==> src/rtl/ttc_pkg.sv <==
// Shared types and default timing constants for the TTC receive-link supervisor.
package ttc_pkg;

    typedef enum logic [2:0] {
        ST_IDLE  = 3'd0,
        ST_GNT_A = 3'd1,
        ST_GNT_B = 3'd2,
        ST_RST_A = 3'd3,
        ST_RST_B = 3'd4,
        ST_FATAL = 3'd5
    } link_state_t;

    localparam logic [23:0] TTC_RX_TIMEOUT = 24'h186A00;
    localparam int          TTC_RST_PULSE  = 16;
    localparam int          TTC_HOLDOFF    = 256;
    localparam int          TTC_MAX_RETRY  = 3;

    // Counter width able to hold max_val, never narrower than one bit.
    function automatic int cnt_width(input int max_val);
        return (max_val < 2) ? 1 : $clog2(max_val + 1);
    endfunction

endpackage

==> src/rtl/rx_chan_guard.sv <==
// Per-channel bookkeeping: consecutive-timeout retry count, fault flag,
// post-reset holdoff timer and the masked request seen by the arbiter.
module rx_chan_guard
    import ttc_pkg::*;
#(
    parameter int HOLDOFF   = TTC_HOLDOFF,
    parameter int MAX_RETRY = TTC_MAX_RETRY
) (
    input  logic clk,
    input  logic rst,
    input  logic req,
    input  logic chan_rst_n,
    input  logic timeout_hit,
    input  logic success,
    input  logic pulse_done,
    output logic mreq,
    output logic fault,
    output logic retry_max
);

    localparam int HW = cnt_width(HOLDOFF);
    localparam int RW = cnt_width(MAX_RETRY);
    localparam logic [HW-1:0] HOLD_LOAD = HW'(HOLDOFF);
    localparam logic [RW-1:0] RETRY_LIM = RW'(MAX_RETRY);

    logic [HW-1:0] holdoff;
    logic [RW-1:0] retry;

    always_ff @(posedge clk or negedge rst) begin
        if (!rst) begin
            retry   <= '0;
            fault   <= 1'b0;
            holdoff <= '0;
        end else begin
            if (success) begin
                retry <= '0;
                fault <= 1'b0;
            end else if (timeout_hit) begin
                if (retry != RETRY_LIM)
                    retry <= retry + 1'b1;
                fault <= 1'b1;
            end

            // Holdoff keeps running whatever the arbiter does with the other channel.
            if (pulse_done)
                holdoff <= HOLD_LOAD;
            else if (holdoff != '0)
                holdoff <= holdoff - 1'b1;
        end
    end

    assign mreq      = req && (holdoff == '0) && chan_rst_n;
    assign retry_max = (retry == RETRY_LIM);

endmodule

==> src/rtl/rx_link_supervisor.sv <==
// Round-robin arbiter for the shared telecommand frame decoder with per-frame
// busy timeout, per-channel reset pulse, holdoff and sticky system reset request.
//
// state    | meaning
// IDLE     | decoder free, arbitrating masked requests
// GNT_A/B  | decoder owned by channel, busy timer running
// RST_A/B  | channel reset pulse after a timeout
// FATAL    | retries exhausted, system reset requested until rst
module rx_link_supervisor
    import ttc_pkg::*;
#(
    parameter int               CNT_W     = 24,
    parameter logic [CNT_W-1:0] TIMEOUT   = CNT_W'(TTC_RX_TIMEOUT),
    parameter int               RST_PULSE = TTC_RST_PULSE,
    parameter int               HOLDOFF   = TTC_HOLDOFF,
    parameter int               MAX_RETRY = TTC_MAX_RETRY
) (
    input  logic clk,
    input  logic rst,
    input  logic req_a,
    input  logic req_b,
    input  logic done_a,
    input  logic done_b,
    output logic grant_a,
    output logic grant_b,
    output logic chan_rst_n_a,
    output logic chan_rst_n_b,
    output logic fault_a,
    output logic fault_b,
    output logic sys_rst_n
);

    localparam int               PW           = cnt_width(RST_PULSE);
    localparam logic [PW-1:0]    PULSE_LAST   = PW'(RST_PULSE - 1);
    localparam logic [CNT_W-1:0] TIMEOUT_LAST = TIMEOUT - 1'b1;

    link_state_t      state;
    link_state_t      state_next;
    logic [CNT_W-1:0] tcnt;
    logic [PW-1:0]    pcnt;
    logic             last_b;

    logic mreq_a, mreq_b;
    logic retry_max_a, retry_max_b;
    logic timeout_hit_a, timeout_hit_b;
    logic success_a, success_b;
    logic pulse_done_a, pulse_done_b;

    rx_chan_guard #(.HOLDOFF(HOLDOFF), .MAX_RETRY(MAX_RETRY)) u_guard_a (
        .clk         (clk),
        .rst         (rst),
        .req         (req_a),
        .chan_rst_n  (chan_rst_n_a),
        .timeout_hit (timeout_hit_a),
        .success     (success_a),
        .pulse_done  (pulse_done_a),
        .mreq        (mreq_a),
        .fault       (fault_a),
        .retry_max   (retry_max_a)
    );

    rx_chan_guard #(.HOLDOFF(HOLDOFF), .MAX_RETRY(MAX_RETRY)) u_guard_b (
        .clk         (clk),
        .rst         (rst),
        .req         (req_b),
        .chan_rst_n  (chan_rst_n_b),
        .timeout_hit (timeout_hit_b),
        .success     (success_b),
        .pulse_done  (pulse_done_b),
        .mreq        (mreq_b),
        .fault       (fault_b),
        .retry_max   (retry_max_b)
    );

    always_comb begin
        state_next    = state;
        timeout_hit_a = 1'b0;
        timeout_hit_b = 1'b0;
        success_a     = 1'b0;
        success_b     = 1'b0;
        pulse_done_a  = 1'b0;
        pulse_done_b  = 1'b0;
        case (state)
            ST_IDLE: begin
                if (mreq_a && mreq_b)
                    state_next = last_b ? ST_GNT_A : ST_GNT_B;
                else if (mreq_a)
                    state_next = ST_GNT_A;
                else if (mreq_b)
                    state_next = ST_GNT_B;
            end
            ST_GNT_A: begin
                if (done_a) begin
                    success_a  = 1'b1;
                    state_next = ST_IDLE;
                end else if (!req_a) begin
                    state_next = ST_IDLE;
                end else if (tcnt == TIMEOUT_LAST) begin
                    timeout_hit_a = 1'b1;
                    state_next    = ST_RST_A;
                end
            end
            ST_GNT_B: begin
                if (done_b) begin
                    success_b  = 1'b1;
                    state_next = ST_IDLE;
                end else if (!req_b) begin
                    state_next = ST_IDLE;
                end else if (tcnt == TIMEOUT_LAST) begin
                    timeout_hit_b = 1'b1;
                    state_next    = ST_RST_B;
                end
            end
            ST_RST_A: begin
                if (pcnt == '0) begin
                    pulse_done_a = 1'b1;
                    state_next   = retry_max_a ? ST_FATAL : ST_IDLE;
                end
            end
            ST_RST_B: begin
                if (pcnt == '0) begin
                    pulse_done_b = 1'b1;
                    state_next   = retry_max_b ? ST_FATAL : ST_IDLE;
                end
            end
            ST_FATAL: state_next = ST_FATAL;
            default:  state_next = ST_IDLE;
        endcase
    end

    always_ff @(posedge clk or negedge rst) begin
        if (!rst) begin
            state        <= ST_IDLE;
            tcnt         <= '0;
            pcnt         <= '0;
            last_b       <= 1'b1;
            grant_a      <= 1'b0;
            grant_b      <= 1'b0;
            chan_rst_n_a <= 1'b1;
            chan_rst_n_b <= 1'b1;
            sys_rst_n    <= 1'b1;
        end else begin
            state <= state_next;

            // Busy timer only counts while a grant is held; IDLE always precedes GNT.
            if (state == ST_GNT_A || state == ST_GNT_B) begin
                if (tcnt != TIMEOUT_LAST)
                    tcnt <= tcnt + 1'b1;
            end else begin
                tcnt <= '0;
            end

            if (timeout_hit_a || timeout_hit_b)
                pcnt <= PULSE_LAST;
            else if (pcnt != '0)
                pcnt <= pcnt - 1'b1;

            if (state == ST_GNT_A && state_next != ST_GNT_A)
                last_b <= 1'b0;
            else if (state == ST_GNT_B && state_next != ST_GNT_B)
                last_b <= 1'b1;

            grant_a      <= (state_next == ST_GNT_A);
            grant_b      <= (state_next == ST_GNT_B);
            chan_rst_n_a <= !(state_next == ST_RST_A || state_next == ST_FATAL);
            chan_rst_n_b <= !(state_next == ST_RST_B || state_next == ST_FATAL);
            sys_rst_n    <= (state_next != ST_FATAL);
        end
    end

endmodule

==> config.mk <==
export PLATFORM = sky130hd
export DESIGN_NAME = rx_link_supervisor
export DESIGN_NICKNAME = d
export VERILOG_FILES = /design/src/rtl/ttc_pkg.sv /design/src/rtl/rx_chan_guard.sv /design/src/rtl/rx_link_supervisor.sv
export SDC_FILE = /design/constraint.sdc
export NUM_CORES = 1
export LEC_CHECK = 0
export ABC_AREA = 1
export BUFFER_PORTS_ARGS = -buffer_cell sky130_fd_sc_hd__buf_4
export CORE_AREA = 4 4 82 84
export DETAILED_ROUTE_END_ITERATION = 12
export DIE_AREA = 0 0 86 88
export PLACE_DENSITY = 0.86
export REMOVE_ABC_BUFFERS = 1
export SETUP_SLACK_MARGIN = 0.1
export SLEW_MARGIN = 25
export SYNTH_ARGS = -nofsm -noshare
export SYNTH_HDL_FRONTEND = slang
export SYNTH_SLANG_ARGS = --single-unit
==> constraint.sdc <==
create_clock -name clk -period 1.95 [get_ports clk]
set_input_delay 0.195 -clock clk [delete_from_list [all_inputs] [get_ports clk]]
set_output_delay 0.195 -clock clk [all_outputs]
set_load 0.05 [all_outputs]
After elaboration in Yosys (flattened, before gate mapping)
Index checks and enable logic that the tools add are counted.

operators by class
  eq/ne operators = 20
  reductions and logical operators = 30
  $add $sub $neg = 6
  multiplexer cells = 49

operator list
  operator                                                count
  2-to-1 mux 24 bit                                       2
  2-to-1 mux 3 bit                                        13
  2-to-1 mux 9 bit                                        4
  adder 24 x 1 -> 24 bit (second input constant)          1
  equality test 24 x 21 -> 1 bit (second input constant)  1
  != test 24 x 21 -> 1 bit (second input constant)        1
  2-to-1 mux 1 bit                                        20
  zero test 9 bit                                         2
  one-hot mux 3 bit (6 select lines)                      1
  nonzero test 9 bit                                      2
  subtractor 9 x 1 -> 9 bit (second input constant)       2
  nonzero test 2 bit                                      8
  2-to-1 mux 2 bit                                        7
  equality test 3 x 2 -> 1 bit (second input constant)    4
  equality test 3 bit (second input constant)             4
  2-to-1 mux 5 bit                                        2
  logical AND 1 bit                                       7
  equality test 3 x 1 -> 1 bit (second input constant)    2
  zero test 5 bit                                         1
  nonzero test 5 bit                                      1
  subtractor 5 x 1 -> 5 bit (second input constant)       1
  adder 2 x 1 -> 2 bit (second input constant)            2
  equality test 2 bit (second input constant)             2
  logical OR 1 bit                                        4
  8 further kinds                                         11

storage, ports and cells
  input port bits = 6
  flip-flop bits (word level) = 62
  output and inout bits = 7
  word-level logic and storage cells = 120

Logic depth before layout (Yosys ltp)
Gate-level depths: netlist (run 1).

  word-level depth = 11
  gate-level depth with buffers = 16

Cells and area by module
Synthesis (run 1) repeated with hierarchy kept, for this count alone.

second synthesis, totals
  cells, all modules = 462
  area total of the unflattened synthesis = 3498.4 um^2

modules (own cells, without submodules)
  module              instances  cells an instance  area each (um^2)
  rx_link_supervisor  1          290                2167.1
  rx_chan_guard       2          86                 665.6

Worst setup path after synthesis (run 1)
Ideal clock, no wire load.

  path kind = flip-flop to flip-flop
  from = register pcnt[0]
  to = register last_b
  period minus slack after synthesis = 1673 ps
  arrival time = 1600 ps
  cell stages (with the launch flop) = 16
  buffers on the path = 0
  path slack = 277 ps
  cell sequence = dfrtp_1 -> inv_1 -> ha_1 -> inv_1 -> nor2_1 -> nand2_1 -> o21ai_1 -> nand2_1 -> nand2_1 -> nand2_1 -> a21oi_1 -> nand2_2 -> nand2_1 -> nand2_1 -> nand2_1 -> inv_1

between the ends
  longest elaborated chain between the ends = 6

ends and longest elaborated chain
  element                                                                  line                                                  RTL
  start, declared                                                          rx_link_supervisor.sv:40                              logic [PW-1:0] pcnt;
  start signal, assigned                                                   rx_link_supervisor.sv:156                             pcnt <= pcnt - 1'b1;
  zero test 5 bit (*)                                                      rx_link_supervisor.sv:115, rx_link_supervisor.sv:121
  2-to-1 mux 3 bit (on tied branches)                                      rx_link_supervisor.sv:121, rx_link_supervisor.sv:115
  one-hot mux 3 bit (6 select lines) (*)                                   rx_link_supervisor.sv:83                              case (state)
  != test 3 x 1 -> 1 bit / != test 3 x 2 -> 1 bit (equally long branches)  rx_link_supervisor.sv:158, rx_link_supervisor.sv:160
  logical AND 1 bit (on tied branches)                                     rx_link_supervisor.sv:158, rx_link_supervisor.sv:160
  2-to-1 mux 1 bit / nonzero test 2 bit (equally long branches)            --
  end signal, assigned                                                     rx_link_supervisor.sv:136                             last_b <= 1'b1;
  end signal, assigned                                                     rx_link_supervisor.sv:159                             last_b <= 1'b0;
  end signal, assigned                                                     rx_link_supervisor.sv:161                             last_b <= 1'b1;
  end, declared                                                            rx_link_supervisor.sv:41                              logic last_b;

Every way passes the cells marked *; elsewhere a longest branch is shown, timed or not.
A chain may end at the register's enable or synchronous reset.

Worst setup path in the final report (run 1)
  from = register pcnt[0]
  to = register last_b

between the ends
  longest elaborated chain between the ends = 6

ends and longest elaborated chain
  element                                                                  line                                                  RTL
  zero test 5 bit (*)                                                      rx_link_supervisor.sv:115, rx_link_supervisor.sv:121
  2-to-1 mux 3 bit (on tied branches)                                      rx_link_supervisor.sv:121, rx_link_supervisor.sv:115
  one-hot mux 3 bit (6 select lines) (*)                                   rx_link_supervisor.sv:83
  named net state_next[2]                                                  rx_link_supervisor.sv:38                              link_state_t state_next;
  != test 3 x 1 -> 1 bit / != test 3 x 2 -> 1 bit (equally long branches)  rx_link_supervisor.sv:158, rx_link_supervisor.sv:160
  logical AND 1 bit (on tied branches)                                     rx_link_supervisor.sv:158, rx_link_supervisor.sv:160
  2-to-1 mux 1 bit / nonzero test 2 bit (equally long branches)            --

The timed path passes the listed nets; every way through them passes the cells marked *.

==> results of run 1 <==
[timing repair]
action,in CTS,in global routing
pin swaps,1,3
hold buffers,1,0
endpoints found under the setup margin,6,21
endpoints found under the hold margin,58,0
setup buffers,1,7
gates resized for setup,5,27
[power groups by stage]
stage / Sequential (mW) / Combinational [mW] / Clock [mW]
6_report: 1.56 / 0.885 / 1.40
5_1_grt: 1.58 / 0.984 / 1.45
4_1_cts: 1.55 / 0.846 / 1.41
3_5_place_dp: 1.57 / 0.831 / 0
3_3_place_gp: 1.56 / 0.803 / 0
2_1_floorplan: 1.58 / 0.568 / 0
[synthesized netlist by cell type (all sizes together), types with 5 or more instances]
| cell | number | area [um2] |
|---|---|---|
| nand2 | 91 | 362 |
| nor3 | 24 | 145 |
| dfrtp | 58 | 1450 |
| nand3 | 32 | 203 |
| ha | 9 | 113 |
| a21oi | 29 | 145 |
| xor2 | 5 | 43.8 |
| o21ai | 31 | 155 |
| nor2 | 51 | 223 |
| inv | 79 | 297 |
| xnor2 | 7 | 61.3 |
[cell type report]
cell class,instances,area [um2],share of cell area (%)
well taps,75,93.8,2.29
inverters,80,302,7.36
repair buffers,24,183,4.46
clock inverters,2,60.1,1.47
multi-input cells,301,1710,41.7
clock buffers,14,193,4.70
flip-flops and latches,62,1560,38.1
[metrics by stage]
stage	hold slack [ns]	setup WS (ns)	std cells	power, mW
floorplan	-0.101	0.277	443	2.15
global placement	0.320	0.168	533	2.36
detailed placement	0.316	0.0301	533	2.40
CTS	0.0145	0.101	551	3.81
global route	0.0270	-0.0525	558	4.02
finish	0.0260	0.0428	558	3.84
[worst max-delay path by stage]
stage	to	slack (ns)	depth (start not counted)
global route	last_b	-0.05	14
finish	last_b	0.04	15
detailed placement	u_guard_a.holdoff[7]	0.03	12
CTS	last_b	0.10	14
global placement	chan_rst_n_a	0.17	9
floorplan	last_b	0.28	15
[kinds of logic after synthesis]
kind of cell / count (synthesis) / synth area share (%)
simple gates: 209 / 29.0
xor+xnor: 12 / 3.03
flops: 62 / 44.8
fa+ha+maj: 9 / 3.24
compound gates: 71 / 11.0
buf+inv: 82 / 8.93
[worst max-delay path, stage by stage, from the launching register on]
cell and delay, ns:
dfrtp_1 0.41, inv_2 0.09, ha_1 0.17, inv_1 0.10
nor2_4 0.18, nand2_4 0.10, inv_2 0.11, nand2_4 0.10
inv_2 0.11, nand2_1 0.07, nand3_2 0.10, inv_1 0.06
nand3_1 0.09, nand2_1 0.06, nand2_1 0.07, inv_1 0.04
[state kept, by name (all words and copies together) (netlist names)]
signal             cells
u_guard_b.retry        2
u_guard_a.retry        2
sys_rst_n              1
u_guard_a.holdoff      9
chan_rst_n_a           1
state                  3
u_guard_a.fault        1
u_guard_b.holdoff      9
u_guard_b.fault        1
pcnt                   5
last_b                 1
chan_rst_n_b           1
grant_a                1
tcnt                  24
grant_b                1
[metal layers]
layer	share of wire, %	wire length (um)	up-vias	GRT usage [%]
li1	-	-	1502	-
met1	41	3390	1435	26.7
met2	49	4020	127	36.6
met3	6.0	491	33	3.95
met4	3.4	276	0	12.7
met5	0	0	-	0
==> summary.md, run 1 <==
| Metric | Value |
|---|---|
| Worst hold stages | 2 |
| Max-cap violations | 0 |
| Pin count of the biggest net entering global routing | 63 |
| All-layer global routing usage | 21.9% |
| Endpoints failing hold | 0 |
| Vias/cell | 5.55 |
| GRT overflow | 0 |
| CTS buffer count | 9 |
| CORE AREA | 0.00592 mm2 |
| Routability Congestion | 0.898 |
| Clock power frac | 36.4% |
| Initial antenna violation count | 0 |
| Std cell rows | 28 |
| Seq/Total Area, Yosys | 44.8% |
| CP Data Required Time | 2.24 ns |
| Number of synthesized flops with an enable pin | 0 |
| Setup Viol. Count Final | 0 |
| Pleak | 2.08 nW |
| Dpl cell area | 0.00367 mm2 |
| Worst R2R Start | pcnt[0] |
| Die height | 88 um |
| Final non-filler cell area | 0.00410 mm2 |
| VDD IR max | 0.549 mV |
| Net Switching | 1.22 mW |
| Logic gate share of total power | 23.0% |
| Int Pwr | 2.63 mW |
| Crit start category | flip-flop |
| Routed vias | 3097 |
| FF-to-FF End | last_b |
| Ys flop type | dfrtp_1 |
| R2r setup slk | 0.04 ns |
| Antenna cells | 0 |
| IO buf count | 12 |
| Die Area | 0.00757 mm2 |
| WL/cell | 14.7 um |
| Sw frac | 31.7% |
| Hold Path Origin | done_a |
| Min cycle time layout | 1.91 ns |
| Area growth syn-to-layout | 17.9% |
| Fmax | 524 MHz |
| Hold Crit Class | input port to flip-flop |
| DRC violation count after routing | 0 |
| Clk_lat worst skew | 0.35 ns |
| Final nets | 493 |
| Vias in the first global route | 2932 |
| Tcrit/Tclk final | 97.8% |
| Die X | 86 um |
| Post-Syn Area | 0.00347 mm2 |
| Post-DP HPWL | 5310 um |
| Worst reg2reg path depth | 15 |
| Clock Sinks | 62 |
| Worst-margin pin slew | 0.761 ns |
| I/O pin count | 13 |
| Crit. Startpoint | pcnt[0] |
| H-tree levels | 3 |
| Asr flop ratio synth | 100% |
| Initial Util | 58.7% |
| Syn Area/Cell | 7.81 um2 |
| Layout cells sized above 1 | 20.9% |
| RSZ-0062 raised after global routing | true |
| Flops & latches, synth | 62 |
| Max Buffers Root-to-Sink | 2 |
| Core Util, Final | 69.2% |
| Cell variety after synth | 35 |
| TNS Setup | 0 ns |
| Drt initial violations | 238 |
| Root Buffer | clkbuf_8 |
| Router iterations before antenna repair | 5 |
| Relative slew margins | 49.3% |
| Critical path arrival | 2.20 ns |
| Crit. End Element | flip-flop |
| Total Routed Length | 8180 um |
| Max Slew Vio Count | 0 |
| Crit-path max FO | 9 |
| Part of the power in registers | 40.5% |
| Commonest cells after routing, fill and taps aside | nand2_1, inv_1, dfrtp_1 |
| Syn Inst Count | 445 |
| PD cells | 938 mW/mm2 |
| Yosys warning total | 0 |
| Fillers | 421 |
| Commonest non-fill, non-tap cell in the layout | nand2_1 |
| TritonCTS clock tree | yes |
| First-pass GRT wire length | 12800 um |
| Clock Pin Slew Worst Setup and Hold Paths | 0.07 ns |
| Critical path class | flip-flop to flip-flop |
| Remaining antenna violation count | 0 |
| Status | complete, no violations |
| Setup Skew | 0.0111 ns |
| Worst Hold End | u_guard_a.retry[0] |
(Power assumes the default switching activity.)
==> run 2, diff against run 1 <==
MAX_ROUTING_LAYER = met4   (was unset)
REMOVE_ABC_BUFFERS = unset   (was 1)
==> run 2 against run 1 <==
  * Wire length fell by 2.7%
  * Maximum frequency up 4.2%
  * Highest routed layer unchanged
  * Final area is 0.40% higher
  * Largest cell class unchanged
  * Clock power is 26% lower
  * Clock-buffer cell count fell by 2
  * Global-route usage rose by 0.48 points
  * Critical path depth is the same
  * Critical endpoint is now grant_a
==> summary.md, run 2 (synthesis gave the netlist of run 1 again) <==
| Metric | Value |
|---|---|
| Root Buffer | clkbuf_8 (unchanged) |
| Tcrit/Tclk final | 93.9% (was 97.8%) |
| R2r setup slk | 0.12 ns (was 0.04 ns) |
| Pleak | 2.07 nW (was 2.08 nW) |
| Initial Util | 58.7% (unchanged) |
| RSZ-0062 raised after global routing | true (unchanged) |
| Vias/cell | 5.53 (was 5.55) |
| Antenna cells | 0 (unchanged) |
| PD cells | 867 mW/mm2 (was 938 mW/mm2) |
| Top flop regs | tcnt (24), u_guard_a.holdoff (9), u_guard_b.holdoff (9) (unchanged) |
| Worst-margin pin slew | 0.757 ns (was 0.761 ns) |
| Worst Setup EP | grant_a (was last_b) |
| Commonest non-fill, non-tap cell in the layout | nand2_1 (unchanged) |
| DRC violation count after routing | 0 (unchanged) |
| Setup Viol. Count Final | 0 (unchanged) |
| Relative slew margins | 49.5% (was 49.3%) |
| Met1 global-route usage | 27.1% (was 26.7%) |
| Status | complete, no violations (unchanged) |
| CORE AREA | 0.00592 mm2 (unchanged) |
| TNS Setup | 0 ns (unchanged) |
| Crit. Startpoint | u_guard_a.holdoff[0] (was pcnt[0]) |
| CP Data Required Time | 2.25 ns (was 2.24 ns) |
| Endpoints failing hold | 0 (unchanged) |
| Die X | 86 um (unchanged) |
| Critical path class | flip-flop to flip-flop (unchanged) |
| Worst reg2reg path depth | 15 (unchanged) |
| Final nets | 503 (was 493) |
| Most used cell, CP | inv_2 |
| Total Routed Length | 7960 um (was 8180 um) |
| Clk_lat worst skew | 0.35 ns (about the same) |
| FF-to-FF End | grant_a (was last_b) |
| Routed vias | 3141 (was 3097) |
| Drt initial violations | 239 (was 238) |
| Core Util, Final | 69.5% (was 69.2%) |
| Clock Sinks | 62 (unchanged) |
| Router iterations before antenna repair | 5 (unchanged) |
| Layout cells sized above 1 | 23.3% (was 20.9%) |
| Vias in the first global route | 2927 (was 2932) |
| Commonest cells after routing, fill and taps aside | nand2_1, inv_1, dfrtp_1 (unchanged) |
| Max Slew Vio Count | 0 (unchanged) |
| Crit-path max FO | 4 (was 9) |
| TritonCTS clock tree | yes (unchanged) |
| Crit start category | flip-flop (unchanged) |
| GRT overflow | 0 (unchanged) |
| Register bank with the most flops | tcnt (unchanged) |
| First-pass GRT wire length | 12900 um (was 12800 um) |
| Final non-filler cell area | 0.00411 mm2 (was 0.00410 mm2) |
| Dpl cell area | 0.00368 mm2 (was 0.00367 mm2) |
| Clock Pin Slew Worst Setup and Hold Paths | 0.08 ns (was 0.07 ns) |
| Post-Syn Nets | 460 |
| Critical path arrival | 2.13 ns (was 2.20 ns) |
| Setup Skew | 0.0124 ns (was 0.0111 ns) |
| Hold Crit Class | input port to flip-flop (unchanged) |
| Die height | 88 um (unchanged) |
| GR Layer Usage met2 | 34.8% (was 36.6%) |
| All-layer global routing usage | 22.4% (was 21.9%) |
| Pin count of the biggest net entering global routing | 63 (unchanged) |
| H-tree levels | 3 (unchanged) |
| I/O pin count | 13 (unchanged) |
| Die Area | 0.00757 mm2 (unchanged) |
| Remaining antenna violation count | 0 (unchanged) |
| Max Buffers Root-to-Sink | 2 (unchanged) |
| WL/cell | 14.0 um (was 14.7 um) |
| M3 GR Usage | 6.11% (was 3.95%) |
| CP max stage cell | dfrtp_1 (unchanged) |
| Initial antenna violation count | 0 (unchanged) |
| Max reg flops | 24 (unchanged) |
| Post-DP HPWL | 5300 um (was 5310 um) |
| Sequence of cells on the critical path | inv_2, ha_4, inv_2, nor2_2, nand2_2, nor2_4, nand3_2, nand2_1, nand2_1, nand2_2, inv_2, nor2_2, nand3_2, buf_4, inv_2 (was inv_2, ha_1, inv_1, nor2_4, nand2_4, inv_2, nand2_4, inv_2, nand2_1, nand3_2, inv_1, nand3_1, nand2_1, nand2_1, inv_1) |
| Area growth syn-to-layout | 18.4% (was 17.9%) |
| Routability Congestion | 0.941 (was 0.898) |
| Worst R2R Start | u_guard_a.holdoff[0] (was pcnt[0]) |
| Max-cap violations | 0 (unchanged) |
| VDD IR max | 0.648 mV (was 0.549 mV) |
| GR peak layer | met2 (unchanged) |
| CTS buffer count | 9 (unchanged) |
| IO buf count | 12 (unchanged) |
| Fmax | 546 MHz (was 524 MHz) |
| Max incr delay on CP | 0.41 ns (about the same) |
| Min cycle time layout | 1.83 ns (was 1.91 ns) |
| Crit. End Element | flip-flop (unchanged) |
| Std cell rows | 28 (unchanged) |
-- run 2: cell types whose count changed in the layout (fill, tap and decap cells not counted), sizes merged --
cell,previous run,this run
buf,23,33
bufinv,2,0
clkbuf,14,12
clkinv,1,3
clkinvlp,0,2
-- run 2: through the flow --
stage	hold WS (ns)	total power [mW]	instances	worst slack (ns)
after global routing	0.0309	3.79	568	-0.0283
after floorplan	-0.101	2.16	445	0.277
after CTS	0.0306	3.45	555	0.108
final	0.0342	3.57	568	0.119
after global placement	0.314	2.38	534	0.163
after detailed placement	0.320	2.42	534	0.0705
-- run 2: final cells by class --
type | count | area, um2
clock inverter | 4 | 32.5
sequential | 62 | 1560
timing repair buffer | 34 | 258
fill | 433 | 1810
multi-input combinational | 301 | 1720
inverter | 80 | 302
clock buffer | 12 | 145
tap | 75 | 93.8
-- run 2: power by group --
group | internal [mW] | switching [mW] | total (mW) | leakage [nW]
sequential | 1.43 | 0.130 | 1.56 | 0.827
combinational | 0.351 | 0.615 | 0.966 | 1.16
clock | 0.501 | 0.536 | 1.04 | 0.0828
-- run 2: what timing repair did --
item                                    CTS  global route
resized for setup                         2            35
hold buffers                              1             0
pin swaps                                 1            13
endpoints found under the setup margin    5            19
endpoints found under the hold margin    58             0
buffers inserted                          4            13
-- run 2: worst max-delay path, delay by kind of cell, from the launching register on --
family | cells | cell delay [ns]
adder cells (fa/ha/maj) | 1 | 0.13
buffers and inverters | 5 | 0.37
AND/OR/NAND/NOR | 9 | 0.88
flip-flops | 1 | 0.41
-- run 2: worst min path at each step --
stage	from	cells past startpoint	slack, ns	to
after CTS	done_a	2	0.03	u_guard_a.retry[0]
after detailed placement	rst	1	0.32	u_guard_a.holdoff[8]
after global placement	rst	1	0.31	u_guard_a.holdoff[4]
final	done_a	2	0.03	u_guard_a.retry[0]
after floorplan	rst	0	-0.10	grant_a
after global routing	done_a	2	0.03	u_guard_a.retry[0]
-- run 2: metal layers --
layer / vias up / part of all wire [%]
li1: 1524 / -
met1: 1479 / 42
met2: 114 / 48
met3: 24 / 6.9
met4: 0 / 2.5
met5: - / 0
